--- config.mk ---
export PLATFORM = sky130hd
export DESIGN_NAME = led_frame_sched
export DESIGN_NICKNAME = d
export VERILOG_FILES = /design/src/rtl/led_frame_sched.sv
export SDC_FILE = /design/constraint.sdc
export NUM_CORES = 1
export LEC_CHECK = 0
export CAP_MARGIN = 20
export CORE_MARGIN = 2
export CORE_UTILIZATION = 32
export CTS_CLUSTER_SIZE = 28
export DETAILED_ROUTE_END_ITERATION = 8
export GPL_TIMING_DRIVEN = 0
export SLEW_MARGIN = 20
export SYNTH_ARGS = -nofsm -noshare
export SYNTH_HDL_FRONTEND = slang
export SYNTH_SLANG_ARGS = --single-unit
--- constraint.sdc ---
create_clock -name clk -period 6.8 [get_ports clk]
set_input_delay 1.36 -clock clk [delete_from_list [all_inputs] [get_ports clk]]
set_output_delay 1.36 -clock clk [all_outputs]
set_load 0.01 [all_outputs]
--- src/rtl/led_frame_sched.sv ---
// Frame scheduler: buffers writer frames and launches one to the LED PHY per refresh tick.
// Latency: a launch is decided in the tick (or phy_busy release) cycle; enable/data_in follow one cycle later.
// Backpressure: wr_ready is !full with no same-cycle bypass; launches are deferred while phy_busy is high.
module led_frame_sched #(
  parameter int DATA_W      = 128,
  parameter int PERIOD_CYC  = 25000,
  parameter int FIFO_DEPTH  = 2,
  parameter int REPEAT_LAST = 1
) (
  input  logic              clk,
  input  logic              rst,
  input  logic              run,
  input  logic              wr_valid,
  output logic              wr_ready,
  input  logic [DATA_W-1:0] wr_data,
  input  logic              phy_busy,
  output logic              enable,
  output logic [DATA_W-1:0] data_in,
  output logic [15:0]       frame_cnt,
  output logic [15:0]       underrun_cnt,
  output logic [15:0]       late_cnt
);

  localparam int CNT_W = $clog2(PERIOD_CYC);
  localparam int PTR_W = $clog2(FIFO_DEPTH);
  localparam int LVL_W = PTR_W + 1;
  localparam logic [CNT_W-1:0] LAST_CNT  = CNT_W'(PERIOD_CYC - 1);
  localparam logic [LVL_W-1:0] FULL_LVL  = LVL_W'(FIFO_DEPTH);

  typedef enum logic [1:0] {IDLE, WAIT_TICK, WAIT_PHY, LAUNCH} state_t;

  state_t             state, next_state;
  logic [CNT_W-1:0]   tmr_cnt;
  logic               tick;
  logic [DATA_W-1:0]  mem [FIFO_DEPTH];
  logic [PTR_W-1:0]   wr_ptr, rd_ptr;
  logic [LVL_W-1:0]   level;
  logic               full, empty, wr_fire, pop;
  logic               go_launch, late_inc;

  function automatic logic [15:0] sat_inc(input logic [15:0] v);
    return (v == 16'hFFFF) ? v : v + 16'd1;
  endfunction

  // Refresh timer: cleared while stopped so the first tick lands PERIOD_CYC cycles after run rises.
  assign tick = run && (tmr_cnt == LAST_CNT);

  always_ff @(posedge clk or posedge rst) begin
    if (rst) begin
      tmr_cnt <= '0;
    end else if (!run || tick) begin
      tmr_cnt <= '0;
    end else begin
      tmr_cnt <= tmr_cnt + CNT_W'(1);
    end
  end

  assign full     = (level == FULL_LVL);
  assign empty    = (level == '0);
  assign wr_ready = !full;
  assign wr_fire  = wr_valid && !full;
  assign pop      = go_launch && !empty;

  always_ff @(posedge clk) begin
    if (wr_fire) mem[wr_ptr] <= wr_data;
  end

  always_ff @(posedge clk or posedge rst) begin
    if (rst) begin
      wr_ptr <= '0;
      rd_ptr <= '0;
      level  <= '0;
    end else begin
      if (wr_fire) wr_ptr <= wr_ptr + PTR_W'(1);
      if (pop)     rd_ptr <= rd_ptr + PTR_W'(1);
      case ({wr_fire, pop})
        2'b10:   level <= level + LVL_W'(1);
        2'b01:   level <= level - LVL_W'(1);
        default: level <= level;
      endcase
    end
  end

  always_ff @(posedge clk or posedge rst) begin
    if (rst) state <= IDLE;
    else     state <= next_state;
  end

  always_comb begin
    next_state = state;
    case (state)
      IDLE:      if (run) next_state = WAIT_TICK;
      WAIT_TICK: begin
        if (!run)      next_state = IDLE;
        else if (tick) next_state = phy_busy ? WAIT_PHY : LAUNCH;
      end
      WAIT_PHY: begin
        if (!run)          next_state = IDLE;
        else if (!phy_busy) next_state = LAUNCH;
      end
      LAUNCH:    next_state = run ? WAIT_TICK : IDLE;
      default:   next_state = IDLE;
    endcase
  end

  // A tick arriving while already owed a launch is folded into that launch.
  always_comb begin
    go_launch = 1'b0;
    late_inc  = 1'b0;
    if (next_state == LAUNCH && state != LAUNCH) go_launch = 1'b1;
    if (state == WAIT_PHY && tick)               late_inc  = 1'b1;
  end

  always_ff @(posedge clk or posedge rst) begin
    if (rst) begin
      enable       <= 1'b0;
      data_in      <= '0;
      frame_cnt    <= '0;
      underrun_cnt <= '0;
      late_cnt     <= '0;
    end else begin
      enable <= 1'b0;
      if (go_launch) begin
        if (!empty) begin
          enable    <= 1'b1;
          data_in   <= mem[rd_ptr];
          frame_cnt <= sat_inc(frame_cnt);
        end else begin
          enable       <= (REPEAT_LAST != 0);
          underrun_cnt <= sat_inc(underrun_cnt);
        end
      end
      if (late_inc) late_cnt <= sat_inc(late_cnt);
    end
  end

endmodule

# Yosys cells after proc, flatten, opt, wreduce, memory -nomap -nowiden
# Memories as Yosys holds them, arrays and structs flattened. A register that Yosys moved wholly into a read port is not among the register bits.
# Index checks and enable logic that the tools add are counted.
# classes
addsub,8
n_mul,0
div,0
n_lt_le_gt_ge,0
eq_ne,12
shift,0
n_mux,15
bitwise,4
reduce_logical,16
# op_table
cell,n
$add 16x1->16 const B,3
$eq 16x16->1 const B,3
$add 15x1->15 const B,1
$eq 15x15->1 const B,1
$mux 15,1
$eq 2x2->1 const B,5
$mux 2,5
$pmux 2 s4,1
$mux 1,7
$reduce_and 3->1,2
$logic_and 1x1->1,5
$eq 2x1->1 const B,2
$logic_not 2->1,2
$not 1->1,4
$pmux 2 s2,1
$reduce_and 2->1,2
$logic_not 1->1,3
$add 1x1->1 const B,2
$add 2x1->2 const B,1
$ne 2x2->1 const B,1
$reduce_bool 2->1,1
$sub 2x1->2 const B,1
$logic_or 1x1->1,1
# word_totals
ff_bits,70
latchBits,0
ram_bits,256
romBits,0
inputBits,133
wordCells,65
n_memories,1
# mem_list
name,depth,width,read_ports,rd_clocked_by_memory_dff,wr,line_no,source
mem,2,128,1,1,1,35,logic [DATA_W-1:0] mem [FIFO_DEPTH];

# Depth between registers and ports, before layout
# Gate-level depths: netlist of run 1.
# depth
ltp_word,11
mapped_depth,12

# Worst setup path after synthesis of run 1
# OpenSTA, ideal clock, no wires.
# synth_timing
path_kind,input port to flip-flop
from,in wr_valid
to,"mem mem[0][0], enable pin"
arrival_ps,6775
t_required_ps,6183
setup_slack_ps,-592
path_stages,2
path_buffers,0
path_cell_list,nand2_1 > nor2_1
# synth_via
elab_chain_len,3
# synth_lines
element,line_no,source
"start, declared",13,"input logic wr_valid,"
$logic_and 1x1->1,61,assign wr_fire = wr_valid && !full;
$mux 1,65,if (wr_fire) mem[wr_ptr] <= wr_data;
$mux 1 (not written as such),65,
"end, declared",35,
# No other way between the ends.

# Final worst setup path of run 1
# layout_timing
from,in run
to,reg level[1]
# layout_via
elab_chain_len,10
# layout_lines
element,line_no,source
"start, declared",12,"input logic run,"
$logic_and 1x1->1,46,assign tick = run && (tmr_cnt == LAST_CNT);
$mux 2,95,else if (tick) next_state = phy_busy ? WAIT_PHY : LAUNCH;
$mux 2,94,if (!run) next_state = IDLE;
$pmux 2 s4 *,91,case (state)
$eq 2x2->1 *,110,if (next_state == LAUNCH && state != LAUNCH) go_launch = 1'b1;
$logic_and 1x1->1 *,110,
$mux 1 *,110,
$logic_and 1x1->1 *,62,assign pop = go_launch && !empty;
named net pop,38,"logic full, empty, wr_fire, pop;"
$eq 2x1->1 / $eq 2x2->1 (equally long branches),76,"case ({wr_fire, pop})"
$pmux 2 s2 / $reduce_bool 2->1 (equally long branches),-,
"end signal, assigned",77,2'b10: level <= level + LVL_W'(1);
"end signal, assigned",78,2'b01: level <= level - LVL_W'(1);
"end signal, assigned",79,default: level <= level;
"end, declared",37,logic [LVL_W-1:0] level;
# Mark *: on every way through the listed nets, which the timed path passes. The rest lies on a longest branch.
# A chain may end at the register's enable or synchronous reset.

==> flow_metrics.env, run 1 <==
export IMPL_status="complete, no violations"
export IMPL_post_cts_buffers=0
export IMPL_worstPathArrival_ps=3740
export IMPL_clock_sinks=454
export IMPL_r2r_start="tmr_cnt[0]"
export IMPL_ant_nets=0
export IMPL_fmax_mhz=309.1
export IMPL_syn_num_nets=1270
export IMPL_period_needed_ps=3235
export IMPL_skew_ps=18.55
export IMPL_hpwl_um=28500
export IMPL_drt_pre_antenna_iters=5
export IMPL_fin_cells=2234
export IMPL_cts_htree_levels=2
export IMPL_wl_per_cell_um=18.66
export IMPL_total_leakage_power_uw=0.008406
export IMPL_setup_worst_path_start="run"
export IMPL_start_kind="input port"
export IMPL_use_met3=0.06761
export IMPL_path_class="in -> reg"
export IMPL_synth_top_cell_area_share=0.4536
export IMPL_grt_pass1_wl_um=63170
export IMPL_path_clk_slew_ps=60
export IMPL_drc=0
export IMPL_synth_main_ff_cell="edfxtp_1"
export IMPL_fp_dieW_um=234.1
export IMPL_tns_ps=0
export IMPL_worst_path_max_fanout=10
export IMPL_fin_crit_sh=0.4758
export IMPL_grt_pass1_vias=10740
export IMPL_fillers=4736
export IMPL_drive_above_1_share=0.08155
export IMPL_cts_made_buffers=49
export IMPL_start_util=0.3231
export IMPL_yosysMostFrequentCell="edfxtp_1"
export IMPL_utilization=0.4335
export IMPL_place_area_um2=21190
export IMPL_gp_congestion=0.7579
export IMPL_cts_tree="yes"
export IMPL_ys_types=41
export IMPL_synth_largest_area_cell="edfxtp_1"
export IMPL_maxCapViolations=0
export IMPL_hold_buffers=0
export IMPL_clock_latency_ps=580
export IMPL_drv_slew=0
export IMPL_hold_start="data_in[4]"
export IMPL_tightest_slew_ps=922.0
export IMPL_viasPerCell=4.631
export IMPL_synth_area_leaders="edfxtp_1 (45%), dfrtp_1 (29%), mux2i_1 (7.6%)"
export IMPL_synth_edff_count=256
export IMPL_totalPowerFinal_uw=6550
export IMPL_yosys_top_cells_count="edfxtp_1 (256), dfrtp_1 (198), nand2_1 (155)"
export IMPL_power_density_nw_per_um2=288.1
export IMPL_required_ps=7300
export IMPL_syn_avg_cell_area_um2=14.97
export IMPL_overflow=0
export IMPL_hold_class="reg -> reg"
export IMPL_setup_viol=0
export IMPL_area_delta_synth_final_pct=34.16
export IMPL_synth_seq_cells=454
export IMPL_numPlacedInstances=2141
export IMPL_multi_input_area_um2=4058
export IMPL_drt_iter0_drc=462
export IMPL_irDropWorstVdd_uv=206.8
export IMPL_met2_usage=0.2456
export IMPL_grt_max_degree=71
export IMPL_ys_warn_count=0
export IMPL_async_reset_ff_frac=0.4361
export IMPL_cts_buffer_depth=3
export IMPL_num_nets_final=1642
export IMPL_core_area_um2=52450
export IMPL_root_buffer="clkbuf_16"
export IMPL_cts_resized=0
export IMPL_port_buffers=310
export IMPL_worst_setup_path_end_kind="flip-flop"
export IMPL_seq_area_frac_synth=0.7460
export IMPL_rows=84
export IMPL_ioPinCount=311
export IMPL_grt_usage=0.1522
export IMPL_ff_latch_area_um2=12640
export IMPL_drt_total_wl_um=41680
export IMPL_dr_total_vias=10350
export IMPL_busiest_layer="met2"
export IMPL_relSlewSlack=0.3854
export IMPL_synthCells=1132
export IMPL_antenna_found_initial=9
export IMPL_synth_area_um2=16950
export IMPL_rsz0062_at_grt="no"
export IMPL_fp_dieH_um=234.1
export IMPL_grtUsageMet1=0.1833
export IMPL_die_area_um2=54820
export IMPL_finalHoldViolCount=0
export IMPL_stdcell_area_um2=22740
-- cell type report --
class | count | area share
Antenna cell | 1 | 0.0001101
Buffer | 50 | 0.01013
Clock buffer | 73 | 0.06097
Clock inverter | 19 | 0.006989
Inverter | 8 | 0.001651
Multi-Input combinational cell | 620 | 0.1785
Sequential cell | 454 | 0.5560
Tap cell | 688 | 0.03786
Timing Repair Buffer | 321 | 0.1478
-- path summary, 6_finish.rpt --
check	endpoint	slack, ps	cells past startpoint
max	level[1]	3560	10
min	data_in[4]	480	2
max reg2reg	level[1]	3830	11
min reg2reg	data_in[4]	480	2
max in group asynchronous	data_in[102]	4450	4
min in group asynchronous	data_in[20]	1210	2
-- per-stage QoR --
stage	setup slack, ps	hold WS (ps)
after floorplan	42.69	478.8
after global placement	-3667	459.6
final	3565	475.9
after global routing	3407	493.5
after detailed placement	2908	470.0
after CTS	3522	483.1
-- report_power, final --
group,switching [uW],total [uW],internal [uW]
logic,353,578,225
clock network,1090,2550,1460
registers,83.3,3420,3340
total,1530,6550,5020
-- worst max-delay path, stage by stage --
cell	delay, ps
clkdlybuf4s50_1	530
nor3b_1	210
o21ai_2	110
buf_6	180
buf_2	320
buf_2	350
inv_1	80
ha_1	310
nor2_1	130
xor2_1	150
-- sequential cells by signal (all words and copies together) (netlist names), 2 cells and up --
signal	flops
data_in	128
frame_cnt	16
late_cnt	16
level	2
mem	256
state	2
tmr_cnt	15
underrun_cnt	16
-- per-layer routing --
| layer | part of all wire | routed length (um) | up-vias |
|---|---|---|---|
| met5 | 0.0025 | 106 | - |
| met4 | 0.026 | 1098 | 16 |
| met3 | 0.10 | 4178 | 79 |
| met2 | 0.47 | 19580 | 289 |
| met1 | 0.40 | 16720 | 5087 |
| li1 | - | - | 4875 |
-- layout by cell type (no fill, tap or decap), types with 3 or more instances in the layout --
| master | synthesis | layout |
|---|---|---|
| clkbuf_1 | 28 | 45 |
| clkbuf_16 | 0 | 49 |
| xor2_1 | 35 | 35 |
| and2_1 | 7 | 7 |
| nor2_1 | 21 | 20 |
| clkinvlp_4 | 0 | 3 |
| edfxtp_1 | 256 | 256 |
| mux2i_1 | 128 | 128 |
| clkinv_1 | 0 | 5 |
| nor3_1 | 14 | 14 |
| nor4_2 | 4 | 4 |
| buf_2 | 19 | 19 |
| clkdlybuf4s50_1 | 0 | 310 |
| buf_16 | 0 | 5 |
| clkinv_2 | 0 | 4 |
| nand4_1 | 19 | 19 |
| nor4_1 | 9 | 9 |
| inv_1 | 8 | 7 |
| dfrtp_1 | 198 | 198 |
| nand2b_1 | 3 | 3 |
| clkbuf_8 | 0 | 7 |
| nand2_1 | 155 | 155 |
| buf_12 | 0 | 6 |
| or3_1 | 3 | 3 |
| nand3_1 | 19 | 19 |
| mux2_2 | 5 | 5 |
| and3_1 | 13 | 12 |
| and4_1 | 5 | 5 |
| o21ai_0 | 130 | 130 |
| ha_1 | 5 | 5 |
| xnor2_1 | 23 | 23 |
| o21ai_2 | 3 | 3 |
-- cell families (layout without fill, tap and decap cells) --
kind of cell / after synthesis / after routing / share of synthesized area
flops: 454 / 454 / 0.7460
simple gates: 287 / 287 / 0.08409
compound gates: 135 / 135 / 0.04068
mux: 135 / 135 / 0.08025
xor+xnor: 58 / 58 / 0.02997
buf+inv: 58 / 471 / 0.01536
fa+ha+maj: 5 / 5 / 0.003691
other cells: 0 / 1 / 0
Power figures use the tool's default switching activity.
==> run 2, diff against run 1 <==
==> constraint.sdc (replaced) <==
create_clock -name clk -period 2.9 [get_ports clk]
set_input_delay 0.58 -clock clk [delete_from_list [all_inputs] [get_ports clk]]
set_output_delay 0.58 -clock clk [all_outputs]
set_load 0.01 [all_outputs]
==> flow_metrics.env, run 2 (synthesis gave the netlist of run 1 again) <==
export IMPL_status="complete, no violations"
export IMPL_tightest_slew_ps=1041
export IMPL_grt_pass1_wl_um=63930
export IMPL_drc=0
export IMPL_antenna_found_initial=4
export IMPL_hpwl_um=28870
export IMPL_maxCapViolations=0
export IMPL_totalPowerFinal_uw=15970
export IMPL_ant_nets=0
export IMPL_clock_latency_ps=600
export IMPL_fmax_mhz=370.1
export IMPL_worstPathArrival_ps=3140
export IMPL_dp_slack_ps=-286.6
export IMPL_utilization=0.4388
export IMPL_drt_total_wl_um=42360
export IMPL_period_needed_ps=2702
export IMPL_path_class="reg -> reg"
export IMPL_required_ps=3340
export IMPL_ff_latch_area_um2=12640
export IMPL_fillers=4732
export IMPL_gp_congestion=0.7921
export IMPL_grt_usage=0.1544
export IMPL_drv_slew=0
export IMPL_root_buffer="clkbuf_16"
export IMPL_drt_pre_antenna_iters=4
export IMPL_fp_dieH_um=234.1
export IMPL_power_density_nw_per_um2=693.8
export IMPL_die_area_um2=54820
export IMPL_wl_per_cell_um=18.90
export IMPL_drt_iter0_drc=498
export IMPL_skew_ps=29.13
export IMPL_fin_crit_sh=0.9316
export IMPL_finalHoldViolCount=0
export IMPL_hold_ws_ps=358.0
export IMPL_worst_setup_path_end_kind="flip-flop"
export IMPL_total_leakage_power_uw=0.008540
export IMPL_setup_viol=0
export IMPL_clock_sinks=454
export IMPL_area_delta_synth_final_pct=35.78
export IMPL_viasPerCell=4.615
export IMPL_fp_dieW_um=234.1
export IMPL_multi_input_area_um2=4073
export IMPL_rows=84
export IMPL_ioPinCount=311
export IMPL_final_cell_mix="clkdlybuf4s50_1 (310), edfxtp_1 (256), dfrtp_1 (198)"
export IMPL_worst_path_max_fanout=10
export IMPL_drive_above_1_share=0.08827
export IMPL_cts_htree_levels=2
export IMPL_core_area_um2=52450
export IMPL_grt_pass1_vias=10880
export IMPL_grt_max_degree=44
export IMPL_hold_class="in -> async"
export IMPL_irDropWorstVdd_uv=385.8
export IMPL_num_nets_final=1648
export IMPL_cts_made_buffers=50
export IMPL_rsz0062_at_grt="no"
export IMPL_port_buffers=310
export IMPL_tns_ps=0
export IMPL_cts_buffer_depth=3
export IMPL_regMostFlops="mem"
export IMPL_start_kind="flip-flop"
export IMPL_largest_reg_flops=256
export IMPL_path_clk_slew_ps=60
export IMPL_setup_ws_ps=198.3
export IMPL_overflow=0
export IMPL_cts_tree="yes"
export IMPL_reg_largest_list="mem x256, data_in x128"
export IMPL_dr_total_vias=10340
export IMPL_relSlewSlack=0.3062
export IMPL_layout_commonest_cell="clkdlybuf4s50_1"
export IMPL_start_util=0.3231
==> run 2: layout make-up <==
| cell class | count | area share |
|---|---|---|
| Inverter | 8 | 0.001468 |
| Buffer | 49 | 0.009951 |
| Clock inverter | 28 | 0.01577 |
| Tap cell | 688 | 0.03741 |
| Sequential cell | 454 | 0.5494 |
| Antenna cell | 1 | 0.0001087 |
| Multi-Input combinational cell | 620 | 0.1770 |
| Clock buffer | 66 | 0.05785 |
| Timing Repair Buffer | 327 | 0.1511 |
==> run 2: path summary, 6_finish.rpt <==
kind                         startpoint            to  slack [ps]  cells past startpoint
min in group clk           data_in[115]  data_in[115]         480                      2
max in group asynchronous           rst   data_in[58]        1550                      5
setup / recovery             tmr_cnt[0]   data_in[28]         200                      7
setup reg to reg             tmr_cnt[0]   data_in[28]         200                      7
hold / removal                      rst   data_in[17]         360                      2
hold reg to reg            data_in[115]  data_in[115]         480                      2
==> run 2: what timing repair did <==
| action | CTS | global route |
|---|---|---|
| hold buffers | 0 | 0 |
| gates resized for setup | 2 | 0 |
| setup buffers | 0 | 0 |
| setup endpoints to repair | 102 | 0 |
==> run 2: through the flow <==
| stage | instances | area [um^2] |
|---|---|---|
| 4_1_cts | 2240 | 23010 |
| 5_1_grt | 2240 | 23010 |
| 3_5_place_dp | 2147 | 21320 |
| 3_3_place_gp | 2130 | 20940 |
| 2_1_floorplan | 1132 | 16980 |
| 6_report | 2241 | 23010 |
==> run 2: routing by layer <==
| metal | up-vias | track usage | share of wire |
|---|---|---|---|
| met4 | 6 | 0.04529 | 0.022 |
| li1 | 4864 | - | - |
| met1 | 5121 | 0.1918 | 0.42 |
| met3 | 70 | 0.05739 | 0.086 |
| met5 | - | 0 | 0.00071 |
| met2 | 282 | 0.2512 | 0.47 |
==> run 2: where the power goes <==
part           switching [uW]  total (uW)  internal (uW)
sequential                200        8030           7830
clock                    2630        6510           3880
combinational             848        1420            577
==> run 2: worst max-delay path, cell delays in order (launching register included) <==
cell and delay [ps]:
dfrtp_1 440, ha_1 290, and4b_1 210, and4_1 240, o21ai_2 230, clkbuf_2 440, clkbuf_1 490, o21ai_0 190
==> run 3, diff against run 2 <==
--- a/config.mk
+++ b/config.mk
@@ -6,7 +6,7 @@
 export NUM_CORES = 1
 export LEC_CHECK = 0
 export CAP_MARGIN = 20
-export CORE_MARGIN = 2
+export CORE_MARGIN = 1
 export CORE_UTILIZATION = 32
 export CTS_CLUSTER_SIZE = 28
 export DETAILED_ROUTE_END_ITERATION = 8
==> flow_metrics.env, run 3 (synthesis gave the netlist of run 1 again) <==
export IMPL_fin_crit_sh=0.8891
export IMPL_grt_pass1_vias=10940
export IMPL_clock_latency_ps=600
export IMPL_reg_largest_list="mem x256, data_in x128"
export IMPL_start_util=0.3270
export IMPL_hold_ws_ps=350.4
export IMPL_grt_usage=0.1582
export IMPL_total_leakage_power_uw=0.008500
export IMPL_stdcell_area_um2=22920
export IMPL_grt_max_degree=48
export IMPL_worst_path_max_fanout=10
export IMPL_cts_htree_levels=2
export IMPL_drt_iter0_drc=516
export IMPL_start_kind="flip-flop"
export IMPL_ioPinCount=311
export IMPL_area_delta_synth_final_pct=35.27
export IMPL_overflow=0
export IMPL_path_clk_slew_ps=60
export IMPL_gp_congestion=0.7826
export IMPL_r2r_cells=7
export IMPL_clock_sinks=454
export IMPL_status="complete, no violations"
export IMPL_hold_class="in -> async"
export IMPL_rows=83
export IMPL_hpwl_um=28990
export IMPL_die_area_um2=53880
export IMPL_core_area_um2=51820
export IMPL_root_buffer="clkbuf_16"
export IMPL_fp_dieH_um=232.1
export IMPL_drive_above_1_share=0.08985
export IMPL_cts_made_buffers=49
export IMPL_finalHoldViolCount=0
export IMPL_layout_commonest_cell="clkdlybuf4s50_1"
export IMPL_cts_tree="yes"
export IMPL_drt_total_wl_um=42360
export IMPL_irDropWorstVdd_uv=491.6
export IMPL_relSlewSlack=0.2846
export IMPL_worstPathArrival_ps=3000
export IMPL_utilization=0.4424
export IMPL_antenna_found_initial=7
export IMPL_required_ps=3320
export IMPL_wl_per_cell_um=19.01
export IMPL_maxCapViolations=0
export IMPL_grt_pass1_wl_um=64670
export IMPL_ant_nets=0
export IMPL_num_nets_final=1644
export IMPL_power_density_nw_per_um2=691.2
export IMPL_fp_dieW_um=232.1
export IMPL_worst_setup_path_end_kind="flip-flop"
export IMPL_cts_buffer_depth=3
export IMPL_cp_slowest_stage_delay_ps=470
export IMPL_path_class="reg -> reg"
export IMPL_totalPowerFinal_uw=15850
export IMPL_viasPerCell=4.649
export IMPL_path_cells="ha_1 -> and4b_1 -> and4_1 -> o21ai_2 -> clkbuf_2 -> clkbuf_1 -> o21ai_0"
export IMPL_hold_buffers=0
export IMPL_drc=0
export IMPL_critPathSlowestCell="clkbuf_1"
export IMPL_period_needed_ps=2578
export IMPL_skew_ps=27.59
export IMPL_regMostFlops="mem"
export IMPL_place_area_um2=21260
export IMPL_rsz0062_at_grt="no"
export IMPL_port_buffers=310
export IMPL_fmax_mhz=387.8
export IMPL_dr_total_vias=10360
export IMPL_drt_pre_antenna_iters=5
export IMPL_drv_slew=0
export IMPL_final_cell_mix="clkdlybuf4s50_1 (310), edfxtp_1 (256), dfrtp_1 (198)"
export IMPL_largest_reg_flops=256
export IMPL_setup_viol=0
export IMPL_tightest_slew_ps=1073
## run 3: cell types whose count changed in the layout (fill, tap and decap cells not counted), sizes merged
cell      previous run  this run
clkinv              17        14
bufinv               7         6
buf                 38        35
clkinvlp             3         7
clkbuf              94        90
inv                  9        11
## run 3: path summary, 6_finish.rpt
| kind | startpoint | to | slack, ps |
|---|---|---|---|
| min in group clk | data_in[41] | data_in[41] | 480 |
| setup reg to reg | tmr_cnt[0] | data_in[26] | 320 |
| max in group asynchronous | rst | data_in[83] | 1370 |
| hold / removal | rst | underrun_cnt[7] | 350 |
| setup / recovery | tmr_cnt[0] | data_in[26] | 320 |
| hold reg to reg | data_in[41] | data_in[41] | 480 |
## run 3: layout make-up
cell class | count | area [um^2]
fill | 4656 | 28900
timing repair buffer | 325 | 3433
antenna | 1 | 2.502
clock inverter | 30 | 362.8
inverter | 8 | 33.78
sequential | 454 | 12640
tap | 680 | 850.8
multi-input combinational | 620 | 4073
buffer | 48 | 221.5
clock buffer | 62 | 1305
## run 3: power by group
part	internal, uW	switching (uW)	leakage, uW
Clock	3770	2670	0.000802
Sequential	7830	202	0.00512
Combinational	538	835	0.00258
## run 3: stage by stage
stage               worst slack, ps  cells  TNS [ps]
finish                        321.6   2228         0
global route                  52.00   2227         0
CTS                           65.96   2229         0
detailed placement           -241.9   2137     -7351
global placement              -2382   2122   -946820
floorplan                    -240.4   1132    -56220
## run 3: timing repair
item	in CTS	in global routing
setup endpoints to repair	42	1
gates cloned	0	0
gates resized for setup	3	0
setup buffers	0	0
## run 3: per-layer routing
layer  global-route usage  part of all wire  up-vias
met5                    0            0.0017        -
met4              0.04461             0.022       12
met3              0.06434             0.090       79
met2               0.2563              0.48      262
met1               0.1933              0.41     5149
li1                     -                 -     4856
## run 3: worst max-delay path: cells and delay by family, from the launching register on
kind	cells	cell delay, ps
buf+inv	2	850
compound gates	2	410
simple gates	2	430
flops	1	430
fa+ha+maj	1	280
